===== src/rtl/store_rmw_unit.sv =====
// store_rmw_unit
// Store path between the MEM stage and a word-wide data memory that has no
// byte enables. Full-word stores go straight to a write; halfword and byte
// stores read the word, merge the new lane in, and write the word back.
// Misaligned or unrecognised requests complete immediately without touching
// memory. All memory-side and completion outputs are registered.

module store_rmw_unit #(
    parameter int ADDR_W = 32
) (
    input  logic              clk,
    input  logic              rst_n,
    input  logic              st_valid,
    output logic              st_ready,
    input  logic [2:0]        st_type,
    input  logic [ADDR_W-1:0] st_addr,
    input  logic [31:0]       st_wdata,
    output logic              st_done,
    output logic              st_err,
    output logic              mem_req,
    output logic              mem_we,
    output logic [ADDR_W-1:0] mem_addr,
    output logic [31:0]       mem_wdata,
    input  logic [31:0]       mem_rdata,
    input  logic              mem_ack
);

    typedef enum logic [1:0] {
        IDLE = 2'd0,
        RD   = 2'd1,
        WR   = 2'd2,
        RESP = 2'd3
    } state_t;

    localparam logic [2:0] TYPE_SW = 3'b000;
    localparam logic [2:0] TYPE_SH = 3'b001;
    localparam logic [2:0] TYPE_SB = 3'b010;

    state_t            state;

    // Request fields captured at acceptance and used by the merge in RD.
    logic              cap_half;
    logic [1:0]        cap_off;
    logic [15:0]       cap_data;

    logic              accept;
    logic              type_valid;
    logic              misaligned;
    logic [ADDR_W-1:0] word_addr;
    logic [15:0]       lane_data;
    logic [31:0]       merged;

    assign st_ready = (state == IDLE);

    // Decode the incoming request: legality, alignment, word address and lane data.
    always_comb begin
        accept     = st_valid && st_ready;
        type_valid = 1'b0;
        misaligned = 1'b0;
        lane_data  = 16'h0000;
        word_addr  = {st_addr[ADDR_W-1:2], 2'b00};
        case (st_type)
            TYPE_SW: begin
                type_valid = 1'b1;
                misaligned = (st_addr[1:0] != 2'b00);
                lane_data  = st_wdata[15:0];
            end
            TYPE_SH: begin
                type_valid = 1'b1;
                misaligned = st_addr[0];
                lane_data  = st_wdata[15:0];
            end
            TYPE_SB: begin
                type_valid = 1'b1;
                misaligned = 1'b0;
                lane_data  = {8'h00, st_wdata[7:0]};
            end
            default: begin
                type_valid = 1'b0;
                misaligned = 1'b0;
                lane_data  = 16'h0000;
            end
        endcase
    end

    // Overlay the captured halfword or byte onto the word returned by the read.
    always_comb begin
        merged = mem_rdata;
        if (cap_half) begin
            if (cap_off[1]) begin
                merged[31:16] = cap_data;
            end else begin
                merged[15:0] = cap_data;
            end
        end else begin
            case (cap_off)
                2'd0:    merged[7:0]   = cap_data[7:0];
                2'd1:    merged[15:8]  = cap_data[7:0];
                2'd2:    merged[23:16] = cap_data[7:0];
                default: merged[31:24] = cap_data[7:0];
            endcase
        end
    end

    // Control FSM with registered memory and completion outputs; the RD ack
    // edge loads the write values directly so mem_req never drops between RD and WR.
    always_ff @(posedge clk or negedge rst_n) begin
        if (!rst_n) begin
            state     <= IDLE;
            cap_half  <= 1'b0;
            cap_off   <= 2'b00;
            cap_data  <= 16'h0000;
            mem_req   <= 1'b0;
            mem_we    <= 1'b0;
            mem_addr  <= '0;
            mem_wdata <= 32'h0000_0000;
            st_done   <= 1'b0;
            st_err    <= 1'b0;
        end else begin
            case (state)
                IDLE: begin
                    if (accept) begin
                        mem_addr <= word_addr;
                        cap_half <= (st_type == TYPE_SH);
                        cap_off  <= st_addr[1:0];
                        cap_data <= lane_data;
                        if (!type_valid) begin
                            state   <= RESP;
                            st_done <= 1'b1;
                            st_err  <= 1'b0;
                        end else if (misaligned) begin
                            state   <= RESP;
                            st_done <= 1'b1;
                            st_err  <= 1'b1;
                        end else if (st_type == TYPE_SW) begin
                            state     <= WR;
                            mem_req   <= 1'b1;
                            mem_we    <= 1'b1;
                            mem_wdata <= st_wdata;
                        end else begin
                            state   <= RD;
                            mem_req <= 1'b1;
                            mem_we  <= 1'b0;
                        end
                    end
                end
                RD: begin
                    if (mem_ack) begin
                        state     <= WR;
                        mem_we    <= 1'b1;
                        mem_wdata <= merged;
                    end
                end
                WR: begin
                    if (mem_ack) begin
                        state   <= RESP;
                        mem_req <= 1'b0;
                        mem_we  <= 1'b0;
                        st_done <= 1'b1;
                        st_err  <= 1'b0;
                    end
                end
                RESP: begin
                    state   <= IDLE;
                    st_done <= 1'b0;
                    st_err  <= 1'b0;
                end
                default: begin
                    state   <= IDLE;
                    mem_req <= 1'b0;
                    mem_we  <= 1'b0;
                    st_done <= 1'b0;
                    st_err  <= 1'b0;
                end
            endcase
        end
    end

endmodule


===== config.mk =====
export PLATFORM = sky130hd
export DESIGN_NAME = store_rmw_unit
export DESIGN_NICKNAME = d
export VERILOG_FILES = /design/src/rtl/store_rmw_unit.sv
export SDC_FILE = /design/constraint.sdc
export NUM_CORES = 1
export LEC_CHECK = 0
export BUFFER_PORTS_ARGS = -buffer_cell sky130_fd_sc_hd__buf_2
export CORE_MARGIN = 8
export CORE_UTILIZATION = 44
export CTS_CLUSTER_SIZE = 16
export DETAILED_ROUTE_END_ITERATION = 16
export PLACE_DENSITY_LB_ADDON = 0.3
export SLEW_MARGIN = 20
export SYNTH_ARGS = -nofsm -noshare
export SYNTH_HDL_FRONTEND = slang
export SYNTH_SLANG_ARGS = --single-unit
export TNS_END_PERCENT = 50

===== constraint.sdc =====
create_clock -name clk -period 2.65 [get_ports clk]
set_input_delay 0.3975 -clock clk [delete_from_list [all_inputs] [get_ports clk]]
set_output_delay 0.3975 -clock clk [all_outputs]
set_load 0.01 [all_outputs]

==> impl_metrics.json <==
{
  "status": "finished, final reports clean",
  "vdd_drop_max_uv": 548,
  "clk_pin_slew_ns": 0.09,
  "grt_antenna_before_repair": 0,
  "relSlewSlack": 0.578,
  "crit_required_ns": 2.91,
  "max_freq_ghz": 0.447,
  "p_leak_nw": 2.74,
  "avgSynthCellArea_um2": 10.9,
  "synth_edf_count": 0,
  "rsz0062_at_grt": "no",
  "crit_family": "buffers and inverters",
  "track_usage": 0.189,
  "cp_num_buf_inv": 2,
  "ctsHtreeMaxLevel": 3,
  "synth_top_cell_by_area": "dfrtp_1",
  "core_um2": 9550,
  "drive_gt1_frac": 0.441,
  "maxCapViolCount": 0,
  "hpwl_um": 9360,
  "drv_slew": 0,
  "die_area_um2": 13000,
  "fill_cells": 851,
  "cts_sinks": 87,
  "ys_seq_elements": 87,
  "hold_slack_ns": 0.273,
  "cp_max_fo": 62,
  "grt_pass1_wl_um": 19600,
  "finalCriticalPeriod_ns": 2.24,
  "yosys-top-cells-count": "dfrtp_1 (87), nand2_1 (49), mux2_2 (32), o21ai_0 (32), nor2_1 (19)",
  "final-seq-area_um2": 2180,
  "syn_area_um2": 4240,
  "cts_tree": "yes",
  "cts_made_buffers": 9,
  "multi_input_area_um2": 1910,
  "clockBufferDepth": 2,
  "crit_path_top_delay_cell": "nor2b_1",
  "path_depth": 6,
  "worstSetupStartpoint": "state[1]$_DFFE_PN0P_",
  "area_delta_synth_final_pct": 29.4,
  "crit_arrival_ns": 2.50,
  "post-route-util": 0.575,
  "antenna_left": 0,
  "clock_latency_ns": 0.35,
  "worst-setup-path-type": "register to register",
  "start_util": 0.444,
  "power_mw": 6.76,
  "cts_setup_buffers": 0,
  "finalCritPeriodShare": 0.844,
  "drcViolationCount": 0,
  "syn_inst": 388,
  "grt_pass1_vias": 3929,
  "dr.pass1.iters": 5,
  "end_kind": "register",
  "grt_max_degree": 65,
  "regToRegSetupSlack_ns": 0.41,
  "worst_slew_pin_slew_ns": 0.633,
  "crit_chain": "inv_1 > ha_2 > buf_4 > nor2b_1 > o32ai_1 > o21ai_0",
  "synthTopCellsByArea": "dfrtp_1 (51%), mux2_2 (8.5%), nand2_1 (4.3%), o21ai_0 (3.8%), o32ai_1 (3.3%)",
  "die-height_um": 114,
  "wirelength_um": 12300,
  "r2r-end": "mem_wdata[24]$_DFFE_PN0P_",
  "async_flop_share": 1.00,
  "die_width_um": 114,
  "rows": 36,
  "dr_total_vias": 3650,
  "finalSetupTns_ns": 0,
  "via_per_inst": 5.31,
  "regToRegStartpoint": "state[1]$_DFFE_PN0P_",
  "root_buffer": "clkbuf_8",
  "io_pins": 172,
  "critPathMaxStageDelay_ns": 0.55,
  "cellPowerDensity_nw_per_um2": 1230,
  "finalHoldViolCount": 0,
  "ys_seq_area_frac": 0.513,
  "wl_per_cell_um": 17.9,
  "portBuffers": 169,
  "reg2reg_depth": 6,
  "critical_path.endpoint": "mem_wdata[24]$_DFFE_PN0P_",
  "ys_warn_count": 0,
  "synth_most_common_cell": "dfrtp_1",
  "gp_congestion": 0.827,
  "overflow": 0,
  "yosys.cell_types.count": 41,
  "final_nets": 659,
  "worstHoldPathType": "primary input to register",
  "drt_iter0_markers": 198,
  "synth_top_area_frac": 0.513,
  "num_antenna_cells": 0,
  "start_kind": "register",
  "synthFlopType": "dfrtp_1",
  "setup_viol": 0,
  "fin_worst_skew_ns": 0.0158
}
worst min-delay path by stage:
stage | startpoint | endpoint | slack, ns | depth (start not counted)
after floorplan | rst_n | cap_data[0]$_DFFE_PN0P_ | 0.10 | 0
after global placement | rst_n | mem_wdata[4]$_DFFE_PN0P_ | 0.32 | 1
after detailed placement | rst_n | mem_wdata[4]$_DFFE_PN0P_ | 0.32 | 1
after CTS | st_addr[22] | mem_addr[22]$_DFFE_PN0P_ | 0.25 | 2
after global routing | st_addr[17] | mem_addr[17]$_DFFE_PN0P_ | 0.25 | 2
final | st_addr[3] | mem_addr[3]$_DFFE_PN0P_ | 0.27 | 2
cell usage in the layout (no fill, tap or decap), types with 2 or more instances in the layout:
master / Yosys / routed
buf_2: 6 / 168
dfrtp_1: 87 / 87
nand2_1: 49 / 48
mux2_2: 32 / 32
o21ai_0: 32 / 32
nor2_1: 19 / 19
nor2b_1: 17 / 17
a21o_1: 17 / 17
o32ai_1: 16 / 16
mux2i_1: 10 / 10
clkbuf_8: 0 / 10
a211oi_1: 9 / 9
a22o_1: 9 / 9
inv_1: 8 / 8
nand3_1: 8 / 8
o221a_2: 7 / 7
buf_4: 2 / 6
ha_1: 6 / 5
nand2b_1: 4 / 4
a311oi_2: 4 / 4
a311oi_1: 4 / 4
bufinv_16: 0 / 4
o22ai_1: 3 / 3
and2_1: 2 / 2
o21ai_1: 2 / 2
a21oi_2: 2 / 2
a21oi_1: 2 / 2
conb_1: 1 / 2
buf_12: 0 / 2
sequential cells by signal, summed over array words and instances, names as in the netlist:
signal	count
mem_wdata	32
mem_addr	30
cap_data	16
cap_off	2
state	2
cap_half	1
mem_req	1
mem_we	1
st_done	1
st_err	1
metrics by stage:
stage	std cells	setup slack, ns	cell area [um2]
global route	688	0.147	5490
finish	688	0.413	5490
CTS	688	0.410	5490
detailed placement	671	0.430	5210
floorplan	389	0.604	4250
global placement	671	0.508	5210
cell families after synthesis:
| family | synth area share |
|---|---|
| compound gates | 0.203 |
| fa+ha+maj | 0.0177 |
| buf+inv | 0.0392 |
| flops | 0.513 |
| simple gates | 0.114 |
| other cells | 0.000884 |
| mux | 0.112 |
worst register-to-register path, stage by stage (launching register included):
cell     delay (ns)
dfrtp_1        0.42
inv_1          0.14
ha_2           0.21
buf_4          0.51
nor2b_1        0.57
o32ai_1        0.16
o21ai_0        0.16
per-layer routing:
| layer | track usage | vias to the layer above | share of wire |
|---|---|---|---|
| met4 | 0.0541 | 0 | 0.012 |
| met3 | 0.0701 | 13 | 0.097 |
| met5 | 0 | - | 0 |
| met1 | 0.222 | 1752 | 0.41 |
| li1 | - | 1726 | - |
| met2 | 0.316 | 159 | 0.48 |
power by group:
part	switching (mW)	internal [mW]	total, mW	leakage (nW)
clock	0.486	0.750	1.24	0.134
sequential	0.378	1.96	2.34	1.07
combinational	1.75	1.43	3.18	1.53
total	2.61	4.15	6.76	2.74
final cells by class:
| class | count | area share |
|---|---|---|
| multi-input combinational | 266 | 0.347 |
| inverter | 9 | 0.00615 |
| clock inverter | 5 | 0.0235 |
| timing repair buffer | 177 | 0.170 |
| tap | 133 | 0.0303 |
| clock buffer | 11 | 0.0258 |
| sequential | 87 | 0.397 |
timing repair:
item                                   in CTS  in global routing
endpoints found under the hold margin      22                  0
resized for setup                           0                  0
hold buffers                                1                  0
Note: power is estimated with default switching activity, not from simulation.
